==> src/rtl/synth_pkg.sv <==
// Shared types and constants for the tone-synthesis blocks.
package synth_pkg;
   localparam int HALF_PERIOD_W     = 10;
   localparam int DEFAULT_AMP_WIDTH = 8;
   localparam int DEFAULT_AMPLITUDE = 100;

   typedef logic [HALF_PERIOD_W-1:0] half_period_t;

   typedef enum logic {
      IDLE = 1'b0,
      RUN  = 1'b1
   } wave_state_t;
endpackage

==> src/rtl/half_period_counter.sv <==
// Free-running half-period counter with terminal flag (cnt == period-1); clear forces cnt to zero.
// Terminal is combinational from the registered count; no backpressure.
module half_period_counter
   import synth_pkg::*;
#(
   parameter int WIDTH = HALF_PERIOD_W
) (
   input  logic             clk,
   input  logic             rst,
   input  logic             clear,
   input  logic             count,
   input  logic [WIDTH-1:0] period,
   output logic [WIDTH-1:0] cnt,
   output logic             terminal
);

   // Compare cnt+1 against period one bit wider so period-1 never wraps.
   assign terminal = (({1'b0, cnt} + (WIDTH+1)'(1)) == {1'b0, period});

   always_ff @(posedge clk or posedge rst) begin
      if (rst) begin
         cnt <= '0;
      end else if (clear || (count && terminal)) begin
         cnt <= '0;
      end else if (count) begin
         cnt <= cnt + WIDTH'(1);
      end
   end

endmodule

==> src/rtl/square_wave_generator.sv <==
// Square-wave tone generator: registered tone, signed sample and edge pulse; period/note-off act only at half boundaries.
// First high edge on the clock that samples a valid enable/period; no backpressure.
module square_wave_generator #(
   parameter int HALF_PERIOD_W = synth_pkg::HALF_PERIOD_W,
   parameter int AMP_WIDTH     = synth_pkg::DEFAULT_AMP_WIDTH,
   parameter int AMPLITUDE     = synth_pkg::DEFAULT_AMPLITUDE
) (
   input  logic                        clk,
   input  logic                        rst,
   input  logic [HALF_PERIOD_W-1:0]    halfPeriodTotal,
   input  logic                        enable,
   output logic                        waveOut,
   output logic signed [AMP_WIDTH-1:0] sample,
   output logic                        edgePulse,
   output logic                        active
);
   import synth_pkg::*;

   localparam logic signed [AMP_WIDTH-1:0] AMP_POS = AMP_WIDTH'(AMPLITUDE);
   localparam logic signed [AMP_WIDTH-1:0] AMP_NEG = -AMP_POS;

   wave_state_t                 state_q, state_d;
   logic [HALF_PERIOD_W-1:0]    cur_period, cur_period_d;
   logic [HALF_PERIOD_W-1:0]    cnt;
   logic                        terminal;
   logic                        wave_d, edge_d, active_d;
   logic signed [AMP_WIDTH-1:0] sample_d;
   logic                        note_valid;

   assign note_valid = enable && (halfPeriodTotal != '0);

   half_period_counter #(
      .WIDTH (HALF_PERIOD_W)
   ) u_counter (
      .clk      (clk),
      .rst      (rst),
      .clear    (state_q == IDLE),
      .count    (state_q == RUN),
      .period   (cur_period),
      .cnt      (cnt),
      .terminal (terminal)
   );

   always_comb begin
      state_d      = state_q;
      cur_period_d = cur_period;
      wave_d       = waveOut;
      sample_d     = sample;
      edge_d       = 1'b0;
      active_d     = active;

      case (state_q)
         IDLE: begin
            wave_d   = 1'b0;
            sample_d = '0;
            active_d = 1'b0;
            if (note_valid) begin
               state_d      = RUN;
               cur_period_d = halfPeriodTotal;
               wave_d       = 1'b1;
               sample_d     = AMP_POS;
               edge_d       = 1'b1;
               active_d     = 1'b1;
            end
         end
         RUN: begin
            if (terminal) begin
               if (waveOut) begin
                  // Low half always follows a high half, regardless of enable.
                  wave_d   = 1'b0;
                  sample_d = AMP_NEG;
                  edge_d   = 1'b1;
                  if (halfPeriodTotal != '0) begin
                     cur_period_d = halfPeriodTotal;
                  end
               end else if (note_valid) begin
                  wave_d       = 1'b1;
                  sample_d     = AMP_POS;
                  edge_d       = 1'b1;
                  cur_period_d = halfPeriodTotal;
               end else begin
                  state_d  = IDLE;
                  wave_d   = 1'b0;
                  sample_d = '0;
                  active_d = 1'b0;
               end
            end
         end
         default: state_d = IDLE;
      endcase
   end

   always_ff @(posedge clk or posedge rst) begin
      if (rst) begin
         state_q    <= IDLE;
         cur_period <= '0;
         waveOut    <= 1'b0;
         sample     <= '0;
         edgePulse  <= 1'b0;
         active     <= 1'b0;
      end else begin
         state_q    <= state_d;
         cur_period <= cur_period_d;
         waveOut    <= wave_d;
         sample     <= sample_d;
         edgePulse  <= edge_d;
         active     <= active_d;
      end
   end

   cnt_in_range: assert property (@(posedge clk) disable iff (rst)
      (state_q == RUN) |-> (cnt < cur_period));

endmodule
==> config.mk <==
export PLATFORM = sky130hd
export DESIGN_NAME = square_wave_generator
export DESIGN_NICKNAME = d
export VERILOG_FILES = /design/src/rtl/synth_pkg.sv /design/src/rtl/half_period_counter.sv /design/src/rtl/square_wave_generator.sv
export SDC_FILE = /design/constraint.sdc
export NUM_CORES = 1
export LEC_CHECK = 0
export ABC_AREA = 1
export CORE_MARGIN = 1
export CORE_UTILIZATION = 30
export DETAILED_ROUTE_END_ITERATION = 6
export PLACE_DENSITY = 0.48
export SLEW_MARGIN = 0
export SYNTH_ARGS = -nofsm -noshare
export SYNTH_HDL_FRONTEND = slang
export SYNTH_SLANG_ARGS = --single-unit
==> constraint.sdc <==
create_clock -name clk -period 2.2 [get_ports clk]
set_input_delay 0.44 -clock clk [delete_from_list [all_inputs] [get_ports clk]]
set_output_delay 0.44 -clock clk [all_outputs]
set_load 0.005 [all_outputs]
After elaboration in Yosys (flattened, before gate mapping)
Cells that the tools add are included.
{ "classes": {"add_sub_neg": 2, "n_eq_ne": 5, "mux": 24, "bitwise_logic": 1, "n_reduce_logical": 7} }
{ "ops": {"columns": ["operator", "n"], "rows": [
  ["2-to-1 mux 10 bit", 6],
  ["one-hot mux 10 bit (2 select lines)", 1],
  ["2-to-1 mux 8 bit", 2],
  ["one-hot mux 8 bit (2 select lines)", 1],
  ["adder 10 x 1 -> 11 bit, second input constant", 1],
  ["equality test 11 x 10 -> 1 bit", 1],
  ["adder 10 x 1 -> 10 bit, second input constant", 1],
  ["nonzero test 10 bit", 1],
  ["2-to-1 mux 1 bit", 9],
  ["one-hot mux 1 bit (2 select lines)", 4],
  ["2-to-1 mux 7 bit", 1],
  ["inequality test 2 bit, second input constant", 2],
  ["inequality test 3 x 2 -> 1 bit, second input constant", 1],
  ["AND reduction 3 bit", 1],
  ["logical AND 1 bit", 2],
  ["inequality test 2 x 1 -> 1 bit, second input constant", 1],
  ["AND reduction 2 bit", 1],
  ["nonzero test 2 bit", 1],
  ["logical OR 1 bit", 1],
  ["NOT 1 bit", 1]
]} }
{ "word_totals": {"register_bits": 32, "inputBits": 13, "output_inout_bits": 11, "elab_cells": 46} }

Depth between registers and ports, before layout
{ "depth": {"depth_word": 6, "mapped_depth": 15, "ltp_nobuf": 15} }

Cells and area by module
Synthesis repeated with hierarchy kept, for this count alone.
{ "hier_totals": {"cells_unflattened": 240, "area_unflattened_um2": 1699.1} }
{ "modules_own_cells": {"columns": ["module", "n_inst", "cells_each", "area_each_um2", "seq_area_each_um2"], "rows": [
  ["half_period_counter", 1, 150, 900.9, 250.2],
  ["square_wave_generator", 1, 90, 798.3, 400.4]
]} }

Least setup slack after synthesis
No wires, ideal clock.
{ "synth_timing": {"path_type": "flip-flop to flip-flop", "startpoint": "reg u_counter.cnt[0]", "endpoint": "reg cur_period[2]", "setup_time_ns": 0.065, "arrival_ns": 1.695, "t_required_ns": 2.135, "path_slack_ns": 0.440, "path_stages_with_launch": 15, "n_path_buf": 1, "period_less_slack_ns": 1.760, "path_cell_list": "dfrtp_1 -> ha_1 -> nand3_1 -> nor2_2 -> nand2_1 -> nand2_1 -> nand2_1 -> nand2_1 -> nand3_2 -> nor2_4 -> nand2_4 -> nand2_8 -> buf_12 -> nand3_2 -> nand2_1"} }
{ "synth_between": {"elab_chain_len": 4} }
{ "synth_rtl": {"columns": ["item", "line_no", "source"], "rows": [
  ["start: declaration", "half_period_counter.sv:13", "output logic [WIDTH-1:0] cnt,"],
  ["start signal: assignment", "half_period_counter.sv:26", "cnt <= cnt + WIDTH'(1);"],
  ["adder 10 x 1 -> 11 bit", "half_period_counter.sv:18", "assign terminal = (({1'b0, cnt} + (WIDTH+1)'(1)) == {1'b0, period});"],
  ["equality test 11 x 10 -> 1 bit", "half_period_counter.sv:18", null],
  ["inequality test 2 x 1 -> 1 bit (no source line)", null, null],
  ["AND reduction 2 bit (no source line)", null, null],
  ["end signal: assignment", "square_wave_generator.sv:103", "cur_period <= cur_period_d;"],
  ["end: declaration", "square_wave_generator.sv:23", "logic [HALF_PERIOD_W-1:0] cur_period, cur_period_d;"]
]} }
Every way passes these cells.
A chain may end at the register's enable or synchronous reset.

Final worst setup path
{ "layout_timing": {"startpoint": "reg u_counter.cnt[1]", "endpoint": "reg cur_period[1]"} }
Same word-level chain as after synthesis.

==> results_dict.tcl <==
set metrics [dict create \
    outcome "finished, final reports clean" \
    drt_wl_total_um 3624 \
    coreArea_mm2 0.005473 \
    place.gp.congestion 0.7203 \
    dr_total_vias 1412 \
    slowest_stage "dfrtp_1" \
    rsz0062_at_grt "false" \
    cp.required_ns 2.42 \
    multiInputGateArea_um2 848.3 \
    num_io_pins 24 \
    synth_edf_count 0 \
    tns_ns 0 \
    p_comb_share_pct 6.6 \
    r2r_end "cur_period[1]" \
    path_cells "ha_2 -> nand3_1 -> nor2_2 -> nand2_1 -> nand2_1 -> nand2_1 -> nand2_1 -> nand3_2 -> nor2_4 -> nand2_4 -> nand2_8 -> buf_4 -> nand3_2 -> nand2_1" \
    grt-ovfl-total 0 \
    met1_usage_pct 19.06 \
    clockPowerShare_pct 37.6 \
    hold_depth 2 \
    dpl.hpwl_um 2749 \
    htreeDepth 1 \
    grt_use_met3_pct 1.429 \
    rrSetupSlack_ns 0.25 \
    fin_nets 269 \
    cp_max_fo 11 \
    synth_cell_types 28 \
    drv_slew 0 \
    setup_viol 0 \
    worstPathArrival_ns 2.17 \
    cp-start-kind "register" \
    synth_most_common_cell "nand2_1" \
    cts_root_buffer "clkbuf_8" \
    rows 27 \
    top_usage_layer "met2" \
    vias_per_cell 4.331 \
    maxCapViolCount 0 \
    synthCells 233 \
    min_period_ns 1.948 \
    seq_area_um2 650.6 \
    hold_end "sample[2]" \
    grt_max_degree 27 \
    fmax_mhz 513.3 \
    cts.sinks 26 \
    initial_core_util_pct 31.00 \
    power.density_mw_per_mm2 423.2 \
    clk_latency_ns 0.28 \
    clk_pin_slew_ns 0.09 \
    placement.io_buffers 21 \
    die_x_um 77.20 \
    grt_pass1_vias 1356 \
    min_from "sample[2]" \
    syn_area_per_cell_um2 7.282 \
    syn2layout_area_growth_pct 19.32 \
    timing.rr.start "u_counter.cnt[1]" \
    finalHoldViolations 0 \
    antenna_found_initial 0 \
    ant_nets 0 \
    cts_tree "built" \
    grt_usage_pct 13.66 \
    fillers 606 \
    clk_path_buf_depth 2 \
    yosys.area.top_type "dfrtp_1" \
    die_y_um 77.20 \
    finClkSkew_ns 0.001513 \
    async_flop_share_pct 100.0 \
    cp_top_family "simple AND/OR/NAND/NOR gates" \
    p_leak_nw 0.9849 \
    internal-power_mw 0.6644 \
    total_power_mw 0.8567 \
    synth_ff_type "dfrtp_1" \
    drc 0 \
    synth_area_mm2 0.001697 \
    synth_warnings 0 \
    synth-seq-cells 26 \
    reg2reg_depth 14 \
    diodes 0 \
    dr.pass1.iters 4 \
    cp.buffers_inverters 1 \
    synthTopCellsByCount "nand2_1 (81), inv_1 (29), dfrtp_1 (26)" \
    p_switching_mw 0.1924 \
    peakVddDrop_mv 0.1570 \
    min_period_over_period_pct 88.55 \
    crit_path_max_incr_delay_ns 0.40 \
    seq_power_share_pct 55.7 \
    holdBufCountCts 0 \
    worstSetupEndpointType "register" \
    grt_pass1_wl_um 6444 \
    drive_above_1_share_pct 14.96 \
    synthTopCellsByArea "dfrtp_1 (38%), nand2_1 (18%), nand3_2 (6.5%)" \
    ys_seq_area_share_pct 38.35 \
    hold_class "reg2reg" \
    cts_made_buffers 3 \
    path_class "reg2reg" \
    synth.top_cell.area_share_pct 38.35 \
    fin_util_pct 36.99 \
    met2_usage_pct 21.33 \
    die_area_mm2 0.005960 \
    first_iter_violations 77 \
    switching_share_pct 22.45 \
    crit_path_frequent_cell "nand2_1" \
    wl_per_cell_um 11.12 \
]
[cell type report]
class	instances	share of cell area (%)
clock buffers	4	2.719
inverters	30	5.562
multi-input cells	167	41.90
flip-flops and latches	26	32.14
well taps	72	4.450
repair buffers	27	13.23
[what timing repair did]
item,4_1_cts,5_1_grt
endpoints found under the setup margin,0,2
gates resized for setup,0,1
endpoints found under the hold margin,0,0
setup buffers,0,0
[logic make-up after synthesis]
logic type / count (synthesis) / share of synthesized area (%)
flip-flops: 26 / 38.35
adder cells (fa/ha/maj): 1 / 0.7373
AO/OA/AOI/OAI: 13 / 4.351
XOR/XNOR: 2 / 1.033
buffers and inverters: 41 / 12.02
AND/OR/NAND/NOR: 149 / 43.29
other: 1 / 0.2210
[metal layers]
metal  vias to the layer above  routed length, um
met3                         5                 76
li1                        752                  -
met4                         0                 61
met1                       637               1891
met2                        18               1594
met5                         -                  0
[layout by cell type (no fill, tap or decap)]
master,n
nand4_1,3
clkbuf_8,4
nand2_2,4
nand3_1,17
o21ai_1,1
inv_1,29
nand2_8,1
o21bai_2,1
buf_12,1
o21ai_0,8
o21bai_1,1
nor2_4,3
nand2_1,81
dfrtp_1,26
inv_2,1
clkdlybuf4s50_1,21
nand2_4,2
nand3b_1,1
ha_2,1
nand3_2,11
a21oi_1,2
nor2_2,4
conb_1,2
xor2_1,1
nor2_1,22
xnor2_1,1
buf_4,5
[through the flow]
stage          instances  setup WS [ns]  hold WS, ns  instance area [um2]
2_1_floorplan        234         0.4403       0.4635                 1700
3_3_place_gp         322         0.1558       0.4627                 1967
3_5_place_dp         322         0.1216       0.4632                 1967
4_1_cts              326         0.1772       0.4859                 2022
5_1_grt              326        0.03348       0.5301                 2024
6_report             326         0.2519       0.4782                 2024
[flip-flops by register name (all words and copies together) (netlist names)]
| name | flops |
|---|---|
| sample | 3 |
| state_q | 1 |
| u_counter.cnt | 10 |
| cur_period | 10 |
| edgePulse | 1 |
| active | 1 |
[worst max-delay path by stage]
stage,depth (start not counted),endpoint,from
global placement,10,cur_period[3],halfPeriodTotal[2]
detailed placement,10,cur_period[2],halfPeriodTotal[2]
finish,14,cur_period[1],u_counter.cnt[1]
global route,14,cur_period[7],u_counter.cnt[1]
CTS,14,cur_period[1],u_counter.cnt[1]
floorplan,14,cur_period[2],u_counter.cnt[0]
[tightest hold or removal path: cells and delay by family, from the launching register on]
kind             cells  cell delay (ns)
DFF                  1             0.35
and+or+nand+nor      2             0.10
[power groups by stage]
stage,registers (mW),logic [mW],clock network (mW)
2_1_floorplan,0.487,0.0282,0
3_3_place_gp,0.487,0.0592,0
3_5_place_dp,0.487,0.0585,0
4_1_cts,0.478,0.0587,0.335
5_1_grt,0.478,0.0651,0.353
6_report,0.477,0.0569,0.322
No activity file was read; power rests on OpenSTA's default activity.
